### config.mk
export PLATFORM = sky130hd
export DESIGN_NAME = vector_store_serializer_flat
export DESIGN_NICKNAME = d
export VERILOG_FILES = /design/src/rtl/vec_pkg.sv /design/src/rtl/vector_store_serializer_if.sv /design/src/rtl/vector_store_serializer.sv /design/src/flat_wrapper.sv
export SDC_FILE = /design/constraint.sdc
export NUM_CORES = 1
export LEC_CHECK = 0
export BUFFER_PORTS_ARGS = -buffer_cell sky130_fd_sc_hd__buf_2
export CORE_UTILIZATION = 45
export DETAILED_ROUTE_END_ITERATION = 7
export GPL_ROUTABILITY_DRIVEN = 0
export GPL_TIMING_DRIVEN = 1
export PLACE_DENSITY = 0.71
export SLEW_MARGIN = 40
export SYNTH_ARGS = -nofsm -noshare
export SYNTH_HDL_FRONTEND = slang
export SYNTH_SLANG_ARGS = --single-unit
### constraint.sdc
create_clock -name clk -period 12.9 [get_ports clk]
set_input_delay 1.29 -clock clk [delete_from_list [all_inputs] [get_ports clk]]
set_output_delay 1.29 -clock clk [all_outputs]
set_load 0.01 [all_outputs]
### src/rtl/vec_pkg.sv
// vec_pkg: shared vector-unit constants and the store-serializer state encoding.
//   VEC_LANES / VEC_REGS : architectural lanes per vector / number of vector registers
//   LANE_BITS / VREG_BITS: index widths reused by the register file and decode logic
package vec_pkg;
    localparam int VEC_LANES = 16;
    localparam int VEC_REGS  = 16;
    localparam int LANE_BITS = $clog2(VEC_LANES);
    localparam int VREG_BITS = $clog2(VEC_REGS);
    typedef enum logic [1:0] {IDLE, CAPTURE, SEND, DONE} vss_state_t;
endpackage

### src/rtl/vector_store_serializer_if.sv
// vector_store_serializer_if: scalar memory-write beat channel (valid/ready).
//   mem_valid/mem_addr/mem_wdata : driven by the master (serializer)
//   mem_ready                    : driven by the slave (data memory)
interface vector_store_serializer_if #(
    parameter int WIDTH      = 16,
    parameter int ADDR_WIDTH = 16
);
    logic                  mem_valid;
    logic                  mem_ready;
    logic [ADDR_WIDTH-1:0] mem_addr;
    logic [WIDTH-1:0]      mem_wdata;
    modport master (output mem_valid, mem_addr, mem_wdata, input mem_ready);
    modport slave  (input mem_valid, mem_addr, mem_wdata, output mem_ready);
endinterface

### src/rtl/vector_store_serializer.sv
// vector_store_serializer: snapshots one vector register and streams its lanes as scalar memory writes.
//   clk, rst_n       : clock, asynchronous active-low reset
//   start/vreg/base_addr : store request, source register, word address of lane 0
//   v_sel / vd       : register-file read index and its combinational read data
//   mem              : beat channel master (valid/ready, addr, wdata)
//   busy / done      : activity flag, one-cycle completion pulse
module vector_store_serializer
    import vec_pkg::*;
#(
    parameter int WIDTH        = 16,
    parameter int VECTOR_SIZE  = VEC_LANES,
    parameter int NUM_VECTORES = VEC_REGS,
    parameter int ADDR_WIDTH   = 16
) (
    input  logic                                 clk,
    input  logic                                 rst_n,
    input  logic                                 start,
    input  logic [$clog2(NUM_VECTORES)-1:0]      vreg,
    input  logic [ADDR_WIDTH-1:0]                base_addr,
    output logic [$clog2(NUM_VECTORES)-1:0]      v_sel,
    input  logic [VECTOR_SIZE-1:0][WIDTH-1:0]    vd,
    vector_store_serializer_if.master            mem,
    output logic                                 busy,
    output logic                                 done
);
    vss_state_t                       state, state_nxt;
    logic [LANE_BITS-1:0]             lane;
    logic [ADDR_WIDTH-1:0]            base;
    logic [VECTOR_SIZE-1:0][WIDTH-1:0] snap;
    logic                             fire;
    logic                             last;

    assign fire = mem.mem_valid && mem.mem_ready;
    assign last = lane == LANE_BITS'(VECTOR_SIZE - 1);

    always_ff @(posedge clk or negedge rst_n) begin
        if (!rst_n) state <= IDLE;
        else        state <= state_nxt;
    end

    // Outputs decode from state only, so an asynchronous reset clears them at once.
    always_comb begin
        state_nxt     = state;
        mem.mem_valid = state == SEND;
        mem.mem_addr  = state == SEND ? base + ADDR_WIDTH'(lane) : '0;
        mem.mem_wdata = state == SEND ? snap[lane] : '0;
        busy          = state != IDLE;
        done          = state == DONE;
        case (state)
            IDLE:    state_nxt = start ? CAPTURE : IDLE;
            CAPTURE: state_nxt = SEND;
            SEND:    state_nxt = fire && last ? DONE : SEND;
            DONE:    state_nxt = IDLE;
            default: state_nxt = IDLE;
        endcase
    end

    always_ff @(posedge clk or negedge rst_n) begin
        if (!rst_n) begin
            v_sel <= '0;
            base  <= '0;
            lane  <= '0;
        end else if (state == IDLE && start) begin
            v_sel <= vreg;
            base  <= base_addr;
            lane  <= '0;
        end else if (state == SEND && fire) begin
            lane  <= lane + LANE_BITS'(1);
        end
    end

    // Snapshot needs no reset; it is always refilled before SEND reads it.
    always_ff @(posedge clk) begin
        if (state == CAPTURE) snap <= vd;
    end
endmodule

### src/flat_wrapper.sv
// flat-port wrapper written by rule: the top's interface ports become plain ports
module vector_store_serializer_flat import vec_pkg::*;
#(
    parameter int WIDTH        = 16,
    parameter int VECTOR_SIZE  = VEC_LANES,
    parameter int NUM_VECTORES = VEC_REGS,
    parameter int ADDR_WIDTH   = 16
)
  (clk, rst_n, start, vreg, base_addr, v_sel, vd, busy, done, mem_mem_valid, mem_mem_addr, mem_mem_wdata, mem_mem_ready);
  vector_store_serializer_if #(.WIDTH(WIDTH), .ADDR_WIDTH(ADDR_WIDTH)) mem_i ();
  input  logic clk;
  input  logic rst_n;
  input  logic start;
  input  logic [$clog2(NUM_VECTORES)-1:0] vreg;
  input  logic [ADDR_WIDTH-1:0] base_addr;
  output logic [$clog2(NUM_VECTORES)-1:0] v_sel;
  input  logic [VECTOR_SIZE-1:0][WIDTH-1:0] vd;
  output logic busy;
  output logic done;
  output wire logic [$bits(mem_i.mem_valid)-1:0] mem_mem_valid;
  output wire logic [$bits(mem_i.mem_addr)-1:0] mem_mem_addr;
  output wire logic [$bits(mem_i.mem_wdata)-1:0] mem_mem_wdata;
  input wire logic [$bits(mem_i.mem_ready)-1:0] mem_mem_ready;
  assign mem_mem_valid = mem_i.mem_valid;
  assign mem_mem_addr = mem_i.mem_addr;
  assign mem_mem_wdata = mem_i.mem_wdata;
  assign mem_i.mem_ready = mem_mem_ready;
  vector_store_serializer #(.WIDTH(WIDTH), .VECTOR_SIZE(VECTOR_SIZE), .NUM_VECTORES(NUM_VECTORES), .ADDR_WIDTH(ADDR_WIDTH)) u_core (.clk(clk), .rst_n(rst_n), .start(start), .vreg(vreg), .base_addr(base_addr), .v_sel(v_sel), .vd(vd), .mem(mem_i), .busy(busy), .done(done));
endmodule
Word-level counts from Yosys, hierarchy flattened
Cells that the tools add are included.

storage, ports and cells
  register bits after elaboration = 282
  output and inout port bits = 39
  word-level logic and storage cells = 43

operators by class
  $add $sub $neg = 2
  magnitude comparators = 1
  eq/ne operators = 4
  multiplexer cells = 9
  reductions and logical operators = 7

operator list
  kind                                                                   number
  16-bit binary-select mux with 4-bit select                             1
  16-bit 2-to-1 mux                                                      3
  16-bit by 4-bit adder with 16-bit output                               1
  4-bit 2-to-1 mux                                                       2
  2-bit one-hot mux with 4 select lines                                  1
  4-bit by 5-bit < comparator with 1-bit output (second input constant)  1
  4-bit by 1-bit adder with 4-bit output (second input constant)         1
  2-bit == test (second input constant)                                  2
  4-bit == test (second input constant)                                  1
  1-bit logical AND                                                      4
  2-bit nonzero test                                                     2
  2-bit by 1-bit == test with 1-bit output (second input constant)       1
  2-bit zero test                                                        1
  1-bit 2-to-1 mux                                                       2

Depth between registers and ports, before layout
Gate-level depths: netlist of the first run.

  word-level depth = 5
  gate-level depth with buffers = 10
  depth with buffers taken out = 8

Least setup slack after synthesis of the first run
Ideal clock, no wire load.

  path kind = register -> register
  start = reg u_core.state[1]
  end = reg u_core.snap[0] (netlist name) (enable)
  arrival time = 6364 ps
  required time = 12249 ps
  slack = 5885 ps
  stages on the path, launching flop included = 3
  path buffers = 0
  period minus slack after synthesis = 7015 ps
  cell sequence = dfrtp_1 -> inv_1 -> ha_1

between the ends
  word-level cells in the longest chain between the ends = 1

ends and longest elaborated chain
  item                                      line                           RTL
  start: declaration                        vector_store_serializer.sv:26  vss_state_t state, state_nxt;
  start signal: assignment                  vector_store_serializer.sv:38  else state <= state_nxt;
  2-bit by 1-bit == test with 1-bit output  vector_store_serializer.sv:74  if (state == CAPTURE) snap <= vd;
  end signal: assignment                    vector_store_serializer.sv:74
  end: declaration                          vector_store_serializer.sv:29  logic [VECTOR_SIZE-1:0][WIDTH-1:0] snap;

No other way between the ends.
A chain may end at the register's enable or synchronous reset.

Final worst setup path of the first run
  start = reg u_core.lane[0]
  end = out mem_mem_addr[8]

between the ends
  word-level cells in the longest chain between the ends = 2

ends and longest elaborated chain
  item                                      line                           RTL
  start: declaration                        vector_store_serializer.sv:27  logic [LANE_BITS-1:0] lane;
  start signal: assignment                  vector_store_serializer.sv:68  lane <= lane + LANE_BITS'(1);
  16-bit by 4-bit adder with 16-bit output  vector_store_serializer.sv:45  mem.mem_addr = state == SEND ? base + ADDR_WIDTH'(lane) : '0;
  16-bit 2-to-1 mux                         vector_store_serializer.sv:45
  end: declaration                          flat_wrapper.sv:21             output wire logic [$bits(mem_i.mem_addr)-1:0] mem_mem_addr;

No other way between the ends.

==> results of run 1 <==
==> placed cells by master (no fill, tap or decap), types with 12 or more instances in the layout <==
| master | n |
|---|---|
| dfrtp_1 | 23 |
| buf_2 | 318 |
| mux2_2 | 28 |
| o21ai_0 | 13 |
| mux4_2 | 42 |
| edfxtp_1 | 256 |
| and2_1 | 13 |
| o21ai_1 | 14 |
| mux2i_1 | 46 |
| nand2_1 | 13 |
| diode_2 | 12 |
| clkbuf_16 | 29 |
==> cell families after synthesis <==
family                     count (synthesis)  synth area share
xor gates and xnor gates                  14           0.01083
DFF                                      282            0.7363
buffers and inverters                     39           0.01713
adders and majority gates                 11           0.01282
muxes                                    119            0.1550
AOI/OAI and AO/OA                         73           0.04243
and+or+nand+nor                           55           0.02552
==> final cells by class <==
class                   instances  area [µm²]  share of cell area
well taps                     324       405.4             0.02850
clock inverters                15       151.4             0.01064
inverters                      10       52.55            0.003695
repair buffers                325        1668              0.1173
diodes                         12       30.03            0.002111
multi-input cells             272        2818              0.1981
flip-flops and latches        282        8347              0.5868
clock buffers                  36       752.0             0.05287
==> state kept, by name (all words and copies together) (netlist names) <==
| signal | count |
|---|---|
| u_core.lane | 4 |
| u_core.base | 16 |
| u_core.state | 2 |
| u_core.v_sel | 4 |
| u_core.snap | 256 |
==> per-stage QoR <==
step | hold WS, ns | power (µW) | instance area, µm² | cells
3_3_place_gp | 0.4808 | 2075 | 13250 | 1212
5_1_grt | 0.5139 | 3002 | 14220 | 1273
3_5_place_dp | 0.4906 | 2096 | 13270 | 1212
4_1_cts | 0.5031 | 2895 | 14170 | 1263
6_report | 0.4966 | 2867 | 14220 | 1276
2_1_floorplan | 0.4862 | 1865 | 11320 | 593
==> worst register-to-register path: cells and delay by family (launching register included) <==
| kind | cells | cell delay, ns |
|---|---|---|
| adder cells (fa/ha/maj) | 1 | 0.36 |
| buffers and inverters | 4 | 1.60 |
| flip-flops | 1 | 0.40 |
==> power breakdown <==
group	total [µW]	internal, µW	switching (µW)
combinational	762	362	399
sequential	1310	1200	108
clock	799	470	330
total	2870	2030	836
==> final timing paths <==
path	from	endpoint	slack (ns)	cells after the start
max	u_core.lane[0]	mem_mem_addr[8]	8.17	9
min	u_core.v_sel[3]	u_core.v_sel[3]	0.50	1
max reg2reg	u_core.state[1]	u_core.snap[50]	10.22	5
min reg2reg	u_core.v_sel[3]	u_core.v_sel[3]	0.50	1
max in group asynchronous	rst_n	u_core.lane[0]	11.71	1
min in group asynchronous	rst_n	u_core.base[2]	0.75	1
==> routing by layer <==
layer	up-vias	part of all wire
met4	0	0.027
met2	256	0.50
met5	-	0
met3	55	0.075
met1	3244	0.40
li1	3041	-
==> run metrics, run 1 <==
Synth top area share=0.6788; vias in the first global route=6895; GRT met1 Usage=0.2401; CP endpoint kind=output port; Worst Skew=0.01272 ns; CP Data Arrival Time=~3.4 ns; Distinct cells, synth=44; M3 GR Usage=0.05320; register area share after synthesis=0.7363; Post-CTS Setup Inserts=0; post-layout min period=roughly 4.7 ns; die span in x=~160 µm; CP Buf/Inv Count=2; unrepaired setup endpoints after global routing=false; final hold violation count=0; Async S/R FF share, synth=0.09220; max_cap viols=0; highest clock rate=0.2112 GHz; Main synth FF type=edfxtp_1; CTS tree=yes; # fillers=1948; layout cells sized above 1=0.4723; count leader, synth=edfxtp_1; critical path, cell by cell=ha_1 > inv_1 > fa_1 > nor2b_1 > o21ai_1 > a211oi_1 > xor2_1 > and2_1 > buf_2; Port Buffer Count=318; initial antenna violation count=11; Post-Synthesis Cell Area=between 10000 and 15000 µm²; final worst setup slack=around 8 ns; Rel. slew slack=0.4647; period utilization=0.3670; largest net degree at the start of global routing=86; post-synth top area cell=edfxtp_1; Resized Gates After CTS=0; total grt overflow=0; Top Ports=between 300 and 400; CTS Buffer Depth=3; number of cell rows=between 50 and 60; Post-Syn Instances=between 500 and 600; setup TNS=0 ns; DRT iter0 DRCs=~430; Post-synth EDFFs=around 260; Yosys reg bits=approximately 280; post-layout util=0.5798; Synth area leaders=edfxtp_1 68%, mux4_2 8.4%, dfrtp_1 5.7%, mux2i_1 4.1%, mux2_2 2.8%; Crit Path Max Fanout=39; Worst Path Class, Setup=reg -> out; outcome=completed; antenna-violating nets left=0; clock sink count=around 280; Root Driver=clkbuf_16; H-Tree Depth=1; clk slew on worst S/H paths=approximately 0.06 ns; Worst Max-Slew Pin Slew=0.8029 ns; routed via count=around 6.6k; DR WL/cell=about 20 µm; Setup WS pre-CTS=~8.7 ns; via/cell ratio=5.169; core area=between 20000 and 25000 µm²; Power Dens Cells=201.6 nW/µm²; cell class contributing the biggest share of worst-path delay=flip-flops; yosys warns=0; Detailed Place HPWL=roughly 18 mm; Die Area=between 20000 and 30000 µm²; synth cell count leaders=256 x edfxtp_1, 46 x mux2i_1, 42 x mux4_2, 28 x mux2_2, 26 x dfrtp_1; CP max stage cell=dfrtp_4; Avg Cell Area, Syn=19.10 µm²; first-pass GRT wire length=~38 mm; Die H=between 150 and 200 µm; total wire length=25.72 mm; Post-CTS Hold Buffers=0; Final Max Tran Viols=0; Final setup viols=0; GRT Resource Usage Total=0.1967; Area Overhead vs Synth=25.60%; Starting Density=0.4616; Req. time, crit path=between 10 and 15 ns; met2 Usage GRT=0.3361; CTS buffer count=29; Mapped Nets=884; DRT Pass-1 Iters=6; Worst Hold Class=reg -> reg; worst stage delay on the critical path=0.90 ns; startpoint types=flip-flop; Residual DRC=0; Leak=~0.0054 µW; nets@finish=~1.2k; worst-skew pair later-pin latency=between 0.5 and 0.6 ns; gr busiest metal=met2; Worst VDD drop=127.7 µV
Note: power is estimated with default switching activity, not from simulation.
==> inputs of run 2 (changes only) <==
--- a/config.mk
+++ b/config.mk
@@ -5,12 +5,13 @@
 export SDC_FILE = /design/constraint.sdc
 export NUM_CORES = 1
 export LEC_CHECK = 0
+export ABC_AREA = 1
 export BUFFER_PORTS_ARGS = -buffer_cell sky130_fd_sc_hd__buf_2
 export CORE_UTILIZATION = 45
 export DETAILED_ROUTE_END_ITERATION = 7
 export GPL_ROUTABILITY_DRIVEN = 0
 export GPL_TIMING_DRIVEN = 1
-export PLACE_DENSITY = 0.71
+export PLACE_DENSITY = 0.7
 export SLEW_MARGIN = 40
 export SYNTH_ARGS = -nofsm -noshare
 export SYNTH_HDL_FRONTEND = slang
==> constraint.sdc (replaced) <==
create_clock -name clk -period 4.5 [get_ports clk]
set_input_delay 0.45 -clock clk [delete_from_list [all_inputs] [get_ports clk]]
set_output_delay 0.45 -clock clk [all_outputs]
set_load 0.01 [all_outputs]
==> run metrics, run 2 <==
die span in x=around 170 µm; Synth area leaders=edfxtp_1 62%, nand2_1 14%, nand3_1 7.0%, dfrtp_1 5.3%, inv_1 4.5%; layout cells sized above 1=0.2503; Req. time, crit path=roughly 4 ns; max FFs per register=256; Power Total=approximately 9300 µW; DRT Pass-1 Iters=7; top flop regs=u_core.snap: 256 flops, u_core.base: 16 flops; Power Dens Cells=610.7 nW/µm²; GRT Resource Usage Total=0.2402; reg2reg path depth=5; Synth top area share=0.6248; largest net degree at the start of global routing=between 70 and 80; XOR/XNOR Fraction of Synth Area=0.002136; Worst Path Class, Setup=reg -> out; core area=approximately 27000 µm²; Async S/R FF share, synth=0.09220; number of cell rows=60; Worst Hold Class=in -> reg; setup TNS=0 ns; count leader, synth=nand2_1; DR WL/cell=roughly 18 µm; Distinct cells, synth=25; Post-Synthesis Cell Area=12300 µm²; Post-Syn Instances=roughly 1.2k; outcome=completed; Avg Cell Area, Syn=around 10 µm²; largest family of logic cells by synthesized area=simple AND/OR/NAND/NOR gates; CP endpoint kind=output port; Worst Skew=around 0.013 ns; routed via count=approximately 9.5k; DRT iter0 DRCs=around 760; CTS tree=yes; via/cell ratio=roughly 5.0; Residual DRC=0; final instance area=15210 µm²; vias in the first global route=around 9k; post-layout min period=between 3 and 4 ns; post-synth top area cell=edfxtp_1; period utilization=0.7118; CTS buffer count=30; Yosys reg bits=282; CP Data Arrival Time=2.75 ns; H-Tree Depth=1; Die Area=28010 µm²; Simple-Gate Fraction of Synth Area=0.2222; post-synthesis compound-gate area fraction=0.01780; yosys warns=0; Top reg by flops=u_core.snap; Mapped Nets=~1.5k; cell area after placement=14250 µm²; initial antenna violation count=2; Worst VDD drop=431.7 µV; Die H=between 150 and 200 µm; clock sink count=282; total grt overflow=0; commonest non-fill, non-tap cell in the layout=nand2_1; Leak=approximately 0.007 µW; Resized Gates After CTS=0; Worst Max-Slew Pin Slew=~0.81 ns; CTS Buffer Depth=3; total wire length=approximately 34 mm; Crit Path Max Fanout=66; worst-skew pair later-pin latency=0.55 ns; area share of fa/ha/maj cells after synthesis=0.01180; Root Driver=clkbuf_16; synth cell count leaders=462 x nand2_1, 256 x edfxtp_1, 173 x nand3_1, 148 x inv_1, 36 x buf_2; Starting Density=0.4578; register area share after synthesis=0.6777; final hold violation count=0; unrepaired setup endpoints after global routing=false; highest clock rate=0.3122 GHz; clk slew on worst S/H paths=0.06 ns; first-pass GRT wire length=between 50 and 60 mm; startpoint types=flip-flop; Area Overhead vs Synth=23.65%; Post-CTS Setup Inserts=0; nets@finish=1817; Final Max Tran Viols=0; Main synth FF type=edfxtp_1; Final setup viols=0; max_cap viols=0; Rel. slew slack=0.4568; hold path depth=1; mux cell area share after synthesis=0; most frequent cells in the layout=462 x nand2_1, 318 x buf_2, 256 x edfxtp_1; antenna-violating nets left=0; Post-CTS Hold Buffers=1; Top Ports=319; Port Buffer Count=about 320; post-layout util=0.5661; Detailed Place HPWL=about 24 mm; Post-synth EDFFs=between 200 and 300
-- run 2: cell count changes after synthesis, sizes merged, moves of 18 or more --
cell   delta
nand3   +168
mux2i    -46
buf      +27
a21oi    +18
inv     +141
mux2     -31
mux4     -42
nand2   +448
-- run 2: cell families after synthesis --
kind of cell,count (synthesis)
compound gates,43
xor+xnor,3
fa+ha+maj,11
buf+inv,210
flops,282
simple gates,666
-- run 2: critical path, cell delays in order, from the launching register on --
cell and delay, ns:
dfrtp_4 0.41, buf_4 0.62, ha_1 0.37, nand2_1 0.07
nand2_1 0.10, nand3_1 0.11, nand2_1 0.12, nand3_1 0.11
nand2_1 0.05, nor2_1 0.11, buf_2 0.14
-- run 2: metal layers --
layer	share of wire	routed length, µm	track usage	vias to the layer above
li1	-	-	-	4585
met1	0.40	13420	0.3018	4393
met2	0.49	16580	0.4109	431
met3	0.077	2602	0.04372	68
met4	0.038	1275	0.09693	2
met5	0.00038	13	0	-
-- run 2: final timing paths --
check,end,slack (ns),from
worst max register to register,u_core.lane[1],2.51,u_core.state[0]
worst max-delay path,mem_mem_addr[15],1.30,u_core.lane[1]
min in group asynchronous,u_core.lane[1],0.48,rst_n
worst min-delay path,u_core.snap[150],0.07,vd[150]
worst min register to register,u_core.v_sel[3],0.47,u_core.v_sel[3]
max in group asynchronous,u_core.lane[0],3.57,rst_n
-- run 2: power breakdown --
| group | switching [µW] | internal [µW] |
|---|---|---|
| clock network | 991 | 1370 |
| logic | 2300 | 995 |
| registers | 198 | 3430 |
| total | 3490 | 5800 |
-- run 2: per-stage QoR --
step                instances  hold WS, ns  worst slack, ns
floorplan                1215       0.1544           0.3018
global placement         1833       0.4580            1.814
detailed placement       1834       0.4607            1.771
CTS                      1891      0.05377            1.177
global route             1892      0.05149            1.115
finish                   1892      0.07120            1.297
-- run 2: final cells by class --
| cell class | instances | area (µm²) |
|---|---|---|
| tap | 341 | 426.7 |
| timing repair buffer | 338 | 1782 |
| clock buffer | 37 | 798.3 |
| fill | 2310 | 11660 |
| sequential | 282 | 8347 |
| antenna | 1 | 2.502 |
| multi-input combinational | 723 | 3137 |
| inverter | 151 | 571.8 |
| clock inverter | 19 | 148.9 |
